## src/rtl/vga_dither_6b.sv

```systemverilog
// 8-to-6-bit VGA colour reduction with 2x2 ordered dithering and a matched sync delay.
// Optional build macro TEMPORAL_DITHER_EN adds a per-frame rotation of the threshold.
module vga_dither_6b #(
    parameter int SYNC_ACTIVE_LOW = 1
) (
    input  logic       CLK_VIDEO,
    input  logic       RESET_N,
    input  logic       CE_PIX,
    input  logic       DITHER_EN,
    input  logic [7:0] VGA_R_IN,
    input  logic [7:0] VGA_G_IN,
    input  logic [7:0] VGA_B_IN,
    input  logic       VGA_HS_IN,
    input  logic       VGA_VS_IN,
    output logic [5:0] VGA_R_OUT,
    output logic [5:0] VGA_G_OUT,
    output logic [5:0] VGA_B_OUT,
    output logic       VGA_HS_OUT,
    output logic       VGA_VS_OUT
);

    localparam logic SYNC_IDLE = (SYNC_ACTIVE_LOW != 0) ? 1'b1 : 1'b0;

    // Top six bits plus one when the dropped fraction beats the threshold, clamped at 63.
    function automatic logic [5:0] dither_chan(input logic [7:0] c, input logic [1:0] t,
                                               input logic en);
        logic [6:0] sum;
        if (en) begin
            sum = {1'b0, c[7:2]} + ((c[1:0] > t) ? 7'd1 : 7'd0);
        end else begin
            sum = {1'b0, c[7:2]};
        end
        if (sum[6]) begin
            dither_chan = 6'd63;
        end else begin
            dither_chan = sum[5:0];
        end
    endfunction

    logic       x0_q, x0_d;
    logic       y0_q, y0_d;
    logic       hs_prev_q, hs_prev_d;
    logic       vs_prev_q, vs_prev_d;
    logic [7:0] r1_q, r1_d, g1_q, g1_d, b1_q, b1_d;
    logic       hs1_q, hs1_d, vs1_q, vs1_d;
    logic [1:0] t1_q, t1_d;
    logic [5:0] r2_q, r2_d, g2_q, g2_d, b2_q, b2_d;
    logic       hs2_q, hs2_d, vs2_q, vs2_d;
`ifdef TEMPORAL_DITHER_EN
    logic [1:0] frame_q, frame_d;
`endif

    logic       hs_edge_s, vs_edge_s;
    logic [1:0] t_raw_s, t_eff_s;

    // Sync edge detection, phase counters and both pipeline stages.
    always_comb begin
        hs_edge_s = (VGA_HS_IN != SYNC_IDLE) && (hs_prev_q == SYNC_IDLE);
        vs_edge_s = (VGA_VS_IN != SYNC_IDLE) && (vs_prev_q == SYNC_IDLE);
        t_raw_s   = {x0_q ^ y0_q, y0_q};
`ifdef TEMPORAL_DITHER_EN
        t_eff_s   = t_raw_s + frame_q;
        frame_d   = frame_q;
`else
        t_eff_s   = t_raw_s;
`endif
        x0_d      = x0_q;
        y0_d      = y0_q;
        hs_prev_d = hs_prev_q;
        vs_prev_d = vs_prev_q;
        r1_d      = r1_q;
        g1_d      = g1_q;
        b1_d      = b1_q;
        hs1_d     = hs1_q;
        vs1_d     = vs1_q;
        t1_d      = t1_q;
        r2_d      = r2_q;
        g2_d      = g2_q;
        b2_d      = b2_q;
        hs2_d     = hs2_q;
        vs2_d     = vs2_q;

        if (CE_PIX) begin
            hs_prev_d = VGA_HS_IN;
            vs_prev_d = VGA_VS_IN;
            x0_d      = hs_edge_s ? 1'b0 : ~x0_q;
            // Frame start wins over line start so every frame begins on row 0.
            if (vs_edge_s) begin
                y0_d = 1'b0;
            end else if (hs_edge_s) begin
                y0_d = ~y0_q;
            end else begin
                y0_d = y0_q;
            end
`ifdef TEMPORAL_DITHER_EN
            frame_d = vs_edge_s ? (frame_q + 2'd1) : frame_q;
`endif
            r1_d  = VGA_R_IN;
            g1_d  = VGA_G_IN;
            b1_d  = VGA_B_IN;
            hs1_d = VGA_HS_IN;
            vs1_d = VGA_VS_IN;
            t1_d  = t_eff_s;
            r2_d  = dither_chan(r1_q, t1_q, DITHER_EN);
            g2_d  = dither_chan(g1_q, t1_q, DITHER_EN);
            b2_d  = dither_chan(b1_q, t1_q, DITHER_EN);
            hs2_d = hs1_q;
            vs2_d = vs1_q;
        end else begin
            x0_d = x0_q;
            y0_d = y0_q;
        end
    end

    // State update with synchronous reset taking priority over the pixel enable.
    always_ff @(posedge CLK_VIDEO) begin
        if (!RESET_N) begin
            x0_q      <= 1'b0;
            y0_q      <= 1'b0;
            hs_prev_q <= SYNC_IDLE;
            vs_prev_q <= SYNC_IDLE;
            r1_q      <= 8'd0;
            g1_q      <= 8'd0;
            b1_q      <= 8'd0;
            hs1_q     <= SYNC_IDLE;
            vs1_q     <= SYNC_IDLE;
            t1_q      <= 2'd0;
            r2_q      <= 6'd0;
            g2_q      <= 6'd0;
            b2_q      <= 6'd0;
            hs2_q     <= SYNC_IDLE;
            vs2_q     <= SYNC_IDLE;
`ifdef TEMPORAL_DITHER_EN
            frame_q   <= 2'd0;
`endif
        end else begin
            x0_q      <= x0_d;
            y0_q      <= y0_d;
            hs_prev_q <= hs_prev_d;
            vs_prev_q <= vs_prev_d;
            r1_q      <= r1_d;
            g1_q      <= g1_d;
            b1_q      <= b1_d;
            hs1_q     <= hs1_d;
            vs1_q     <= vs1_d;
            t1_q      <= t1_d;
            r2_q      <= r2_d;
            g2_q      <= g2_d;
            b2_q      <= b2_d;
            hs2_q     <= hs2_d;
            vs2_q     <= vs2_d;
`ifdef TEMPORAL_DITHER_EN
            frame_q   <= frame_d;
`endif
        end
    end

    assign VGA_R_OUT  = r2_q;
    assign VGA_G_OUT  = g2_q;
    assign VGA_B_OUT  = b2_q;
    assign VGA_HS_OUT = hs2_q;
    assign VGA_VS_OUT = vs2_q;

endmodule
```

## config.mk

```make
export PLATFORM = sky130hd
export DESIGN_NAME = vga_dither_6b
export DESIGN_NICKNAME = d
export VERILOG_FILES = /design/src/rtl/vga_dither_6b.sv
export SDC_FILE = /design/constraint.sdc
export NUM_CORES = 1
export LEC_CHECK = 0
export ABC_AREA = 1
export BUFFER_PORTS_ARGS = -buffer_cell sky130_fd_sc_hd__buf_4
export CAP_MARGIN = 20
export CORE_ASPECT_RATIO = 1.5
export CORE_MARGIN = 1
export CORE_UTILIZATION = 50
export CTS_CLUSTER_DIAMETER = 40
export DETAILED_ROUTE_END_ITERATION = 6
export PLACE_DENSITY_LB_ADDON = 0.05
export SLEW_MARGIN = 15
export SYNTH_ARGS = -nofsm -noshare
export SYNTH_HDL_FRONTEND = slang
export SYNTH_SLANG_ARGS = --single-unit
```

## constraint.sdc

```tcl
create_clock -name CLK_VIDEO -period 4.6 [get_ports CLK_VIDEO]
set_input_delay 1.15 -clock CLK_VIDEO [delete_from_list [all_inputs] [get_ports CLK_VIDEO]]
set_output_delay 1.15 -clock CLK_VIDEO [all_outputs]
set_load 0.03 [all_outputs]
```

## Yosys cells after proc, flatten, opt, wreduce, memory -nomap -nowiden

Cells that the tools add are included.

| operators by class | value |
|---|---|
| add/subtract/negate cells | 3 |
| order comparisons | 3 |
| mux-type cells | 15 |
| bitwise gates (word level) | 5 |
| reductions and logical operators | 4 |

Operators with widths:

| kind | count |
|---|---|
| 2-to-1 mux 7 bit | 6 |
| adder 6 x 1 -> 7 bit | 3 |
| 2-to-1 mux 6 bit | 3 |
| > comparator 2 bit | 3 |
| 2-to-1 mux 1 bit | 6 |
| inverter 1 bit | 4 |
| logical AND 1 bit | 2 |
| AND reduction 2 bit | 1 |
| nonzero test 2 bit | 1 |
| bitwise XOR 1 bit | 1 |

| storage, ports and cells | value |
|---|---|
| register bits after elaboration | 50 |
| word-level logic and storage cells | 43 |

## Depth between registers and ports, before layout

| depth | value |
|---|---|
| depth in word-level cells | 6 |
| gate-level depth with buffers | 13 |
| depth with buffers taken out | 13 |

## Least setup slack after synthesis

OpenSTA, ideal clock, no wires.

| timing path | value |
|---|---|
| path type | register to register |
| start point | reg t1_q[1] |
| end point | reg r2_q[0] (netlist: VGA_R_OUT[0]) |
| setup time | 109 ps |
| arrival | 1731 ps |
| data required time | 4491 ps |
| setup slack | 2760 ps |
| cell stages (with the launch flop) | 13 |
| buffers on the path | 0 |
| clock period less this slack | 1840 ps |
| cells stage by stage | dfxtp_1 -> inv_1 -> ha_1 -> a21oi_1 -> a21oi_1 -> ha_1 -> ha_1 -> nand2_1 -> nor2_1 -> a21oi_1 -> nand2_1 -> nand2_1 -> inv_1 |

| between the ends | value |
|---|---|
| cells in the longest elaborated chain, start to end | 6 |

RTL lines:

| element | RTL line | text |
|---|---|---|
| start, declared | 46 | `logic [1:0] t1_q, t1_d;` |
| start signal, assigned | 146 | `t1_q <= t1_d;` |
| > comparator 2 bit | 29 | `sum = {1'b0, c[7:2]} + ((c[1:0] > t) ? 7'd1 : 7'd0);` |
| 2-to-1 mux 1 bit | 29 |  |
| adder 6 x 1 -> 7 bit | 29 |  |
| 2-to-1 mux 7 bit | 28 | `if (en) begin` |
| 2-to-1 mux 7 bit | 83 | `if (CE_PIX) begin` |
| 2-to-1 mux 6 bit | 33 | `if (sum[6]) begin` |
| end signal, assigned | 147 | `r2_q <= r2_d;` |
| end, declared | 47 | `logic [5:0] r2_q, r2_d, g2_q, g2_d, b2_q, b2_d;` |

Every way passes these cells. The select of a mux whose other input is x is not followed.
A chain may end at the register's enable or synchronous reset.

==> metrics <==
status finished, violations left; failing checks DRC; Vias 2106; Post-Route WL 4.767 mm; clk slew on worst S/H paths 0.08 ns; # diodes 0; Slew @ Worst Pin 0.7153 ns; part of the power in registers 0.507; final hold slack 0.4687 ns; worst path required time 4.81 ns; H-tree levels 2; Antenna Violating Nets Remaining 0; met1 wire length 2.071 mm; initial core utilization 0.5197; FILL cells 406; CP startpoint kind input port; row cnt 30; Worst R2R Path Depth 12; Sequential Area 0.001001 mm²; latest clock arrival within the worst-skew pair 0.30 ns; CTS root buffer clkbuf_8; first-pass GRT wire length 7.990 mm; vias in the first global route 1794; min-delay worst type reg -> reg; Syn Nets 364; R2R setup slack 2.48 ns; synth-to-layout area growth 20.26%; port bufs 49; hold buffers post-CTS 0; final setup violating endpoints 0; Synth cell types 24; min cycle time layout 2.626 ns; CTS Buf Count 5; critical path arrival 2.83 ns; Crit Path Category in -> reg; WHS Endpoint b1_q[0]; layout cells sized above 1 0.1776; final setup TNS 0 ns; met3 wire length 171 µm; hold wc startpoint b1_q[0]; Comb pwr share 0.174; Final period util 0.5709; Seq/Total Area, Yosys 0.4276; DR vias/cell 5.087; commonest non-fill, non-tap cells in the layout 50 x dfxtp_1, 50 x o21ai_0, 50 x nand2_1, 50 x buf_4, 49 x nor2_1; initial antenna violation count 0; die width 57.87 µm; Routability Congestion 0.7540; fmax 380.8 MHz; RSZ-0062 raised after global routing false; switching power 257.6 µW; Layout Skew 0.01156 ns; Rel. slew slack 0.5226; clock share of power 0.319; fin nets 407; 1st-iter DRT viols 89; maximum number of pins on one net before global-route repair 43; Multi-input gate area 0.001130 mm²; hpwl dp 3.244 mm; R2R Path End VGA_R_OUT[2]; All-Layer GR Usage 0.2052; synthesized instance count 322; die area 0.004965 mm²; setup bufs post-CTS 0; mapped cell area 0.002341 mm²; highest metal used met4; WHS Path Cells 2; Pins Over Slew Limit 0; Yosys warning count 0; Yosys reg bits 50; clk sinks 50; Setup crit end kind flop; leakage power 1.344 nW; maximum vdd drop 0.0001799 V; First-pass DRT Iterations 6; DIE HEIGHT 85.80 µm; GRT overflow 0; Reg2Reg Launch Point t1_q[1]; core footprint 0.004504 mm²; Switching Share 0.2704; routed length on met2 2.439 mm; Post-CTS Resized 0; Crit Path Max Fanout 42; routed wire length per instance 11.51 µm; Pint 695.2 µW; power per cell area 338.4 mW/mm²; Max Cap Viol 0; CTS Buffer Depth 2; CTS tree yes; Avg Cell Area, Syn 7.270 µm²; Fin. Hold Viols 0; IO Pins 50; drc violations 3
sequential cells by signal, summed over array words and instances, names as in the netlist, 2 cells and up:
register,count
VGA_B_OUT,6
VGA_R_OUT,6
t1_q,2
r1_q,8
g1_q,8
VGA_G_OUT,6
b1_q,8
per-layer routing:
layer,up-vias,track usage
met1,934,0.2412
met3,8,0.03771
met2,43,0.3657
met4,0,0.07143
met5,-,0
li1,1121,-
power groups by stage:
stage | logic [mW] | registers [mW] | clock network, mW
2_1_floorplan | 0.0864 | 0.514 | 0
3_3_place_gp | 0.163 | 0.492 | 0
3_5_place_dp | 0.166 | 0.493 | 0
4_1_cts | 0.167 | 0.483 | 0.311
5_1_grt | 0.188 | 0.487 | 0.324
6_report | 0.166 | 0.483 | 0.304
area by class of cell:
class / instances / share of cell area
repair buffers: 50 / 0.1333
inverters: 38 / 0.05067
clock buffers: 7 / 0.02711
clock inverters: 1 / 0.01067
multi-input cells: 220 / 0.4013
flip-flops and latches: 50 / 0.3556
well taps: 48 / 0.02133
kinds of logic (layout without fill, tap and decap cells):
| kind of cell | count (synthesis) | after routing | synth area share |
|---|---|---|---|
| buffers and inverters | 52 | 96 | 0.08979 |
| multiplexers | 2 | 2 | 0.008552 |
| flip-flops | 50 | 50 | 0.4276 |
| AND/OR/NAND/NOR | 118 | 118 | 0.2101 |
| adder cells (fa/ha/maj) | 12 | 12 | 0.06414 |
| XOR/XNOR | 4 | 4 | 0.01497 |
| AO/OA/AOI/OAI | 84 | 84 | 0.1849 |
through the flow:
stage | util | area [µm²] | total power, mW | std cells | setup WS [ns]
4_1_cts | 0.6250 | 2815 | 0.9607 | 414 | 1.980
6_report | 0.6250 | 2815 | 0.9527 | 414 | 1.974
5_1_grt | 0.6250 | 2815 | 0.9990 | 414 | 1.770
3_3_place_gp | 0.6014 | 2709 | 0.6554 | 406 | 1.719
3_5_place_dp | 0.6014 | 2709 | 0.6586 | 406 | 1.672
2_1_floorplan | - | 2341 | 0.6003 | 322 | 2.760
cell usage after synthesis:
library cell / instances / share of area
a21oi_2: 1 / 0.0037
ha_1: 12 / 0.064
nand4_1: 1 / 0.0027
clkinv_1: 1 / 0.0016
inv_1: 37 / 0.059
buf_6: 1 / 0.0048
mux2i_1: 2 / 0.0086
clkbuf_1: 7 / 0.011
nand2_1: 50 / 0.080
nand3_2: 1 / 0.0043
dfxtp_1: 50 / 0.43
or2_2: 2 / 0.0053
a31oi_1: 3 / 0.0080
nor2_1: 49 / 0.079
o21ai_0: 50 / 0.11
nand3_1: 10 / 0.021
o211ai_1: 2 / 0.0064
nor2_4: 1 / 0.0048
nand2_4: 1 / 0.0048
xnor2_1: 1 / 0.0037
a21oi_1: 28 / 0.060
nand2_2: 3 / 0.0080
xor2_1: 3 / 0.011
buf_2: 6 / 0.013
worst max-delay path by stage:
stage	start	end	slack [ns]	cells past startpoint
after global placement	CE_PIX	VGA_R_OUT[2]	1.72	7
after CTS	CE_PIX	VGA_R_OUT[2]	1.98	7
after floorplan	t1_q[1]	VGA_R_OUT[0]	2.76	12
final	CE_PIX	VGA_R_OUT[2]	1.97	7
after detailed placement	CE_PIX	VGA_R_OUT[2]	1.67	7
after global routing	CE_PIX	VGA_R_OUT[0]	1.77	7
critical path, cell delays in order:
cell	delay, ns
buf_4	0.33
inv_1	0.43
buf_4	0.35
a21oi_1	0.35
nand2_1	0.10
nand2_1	0.07
inv_1	0.03
(Power assumes the default switching activity.)
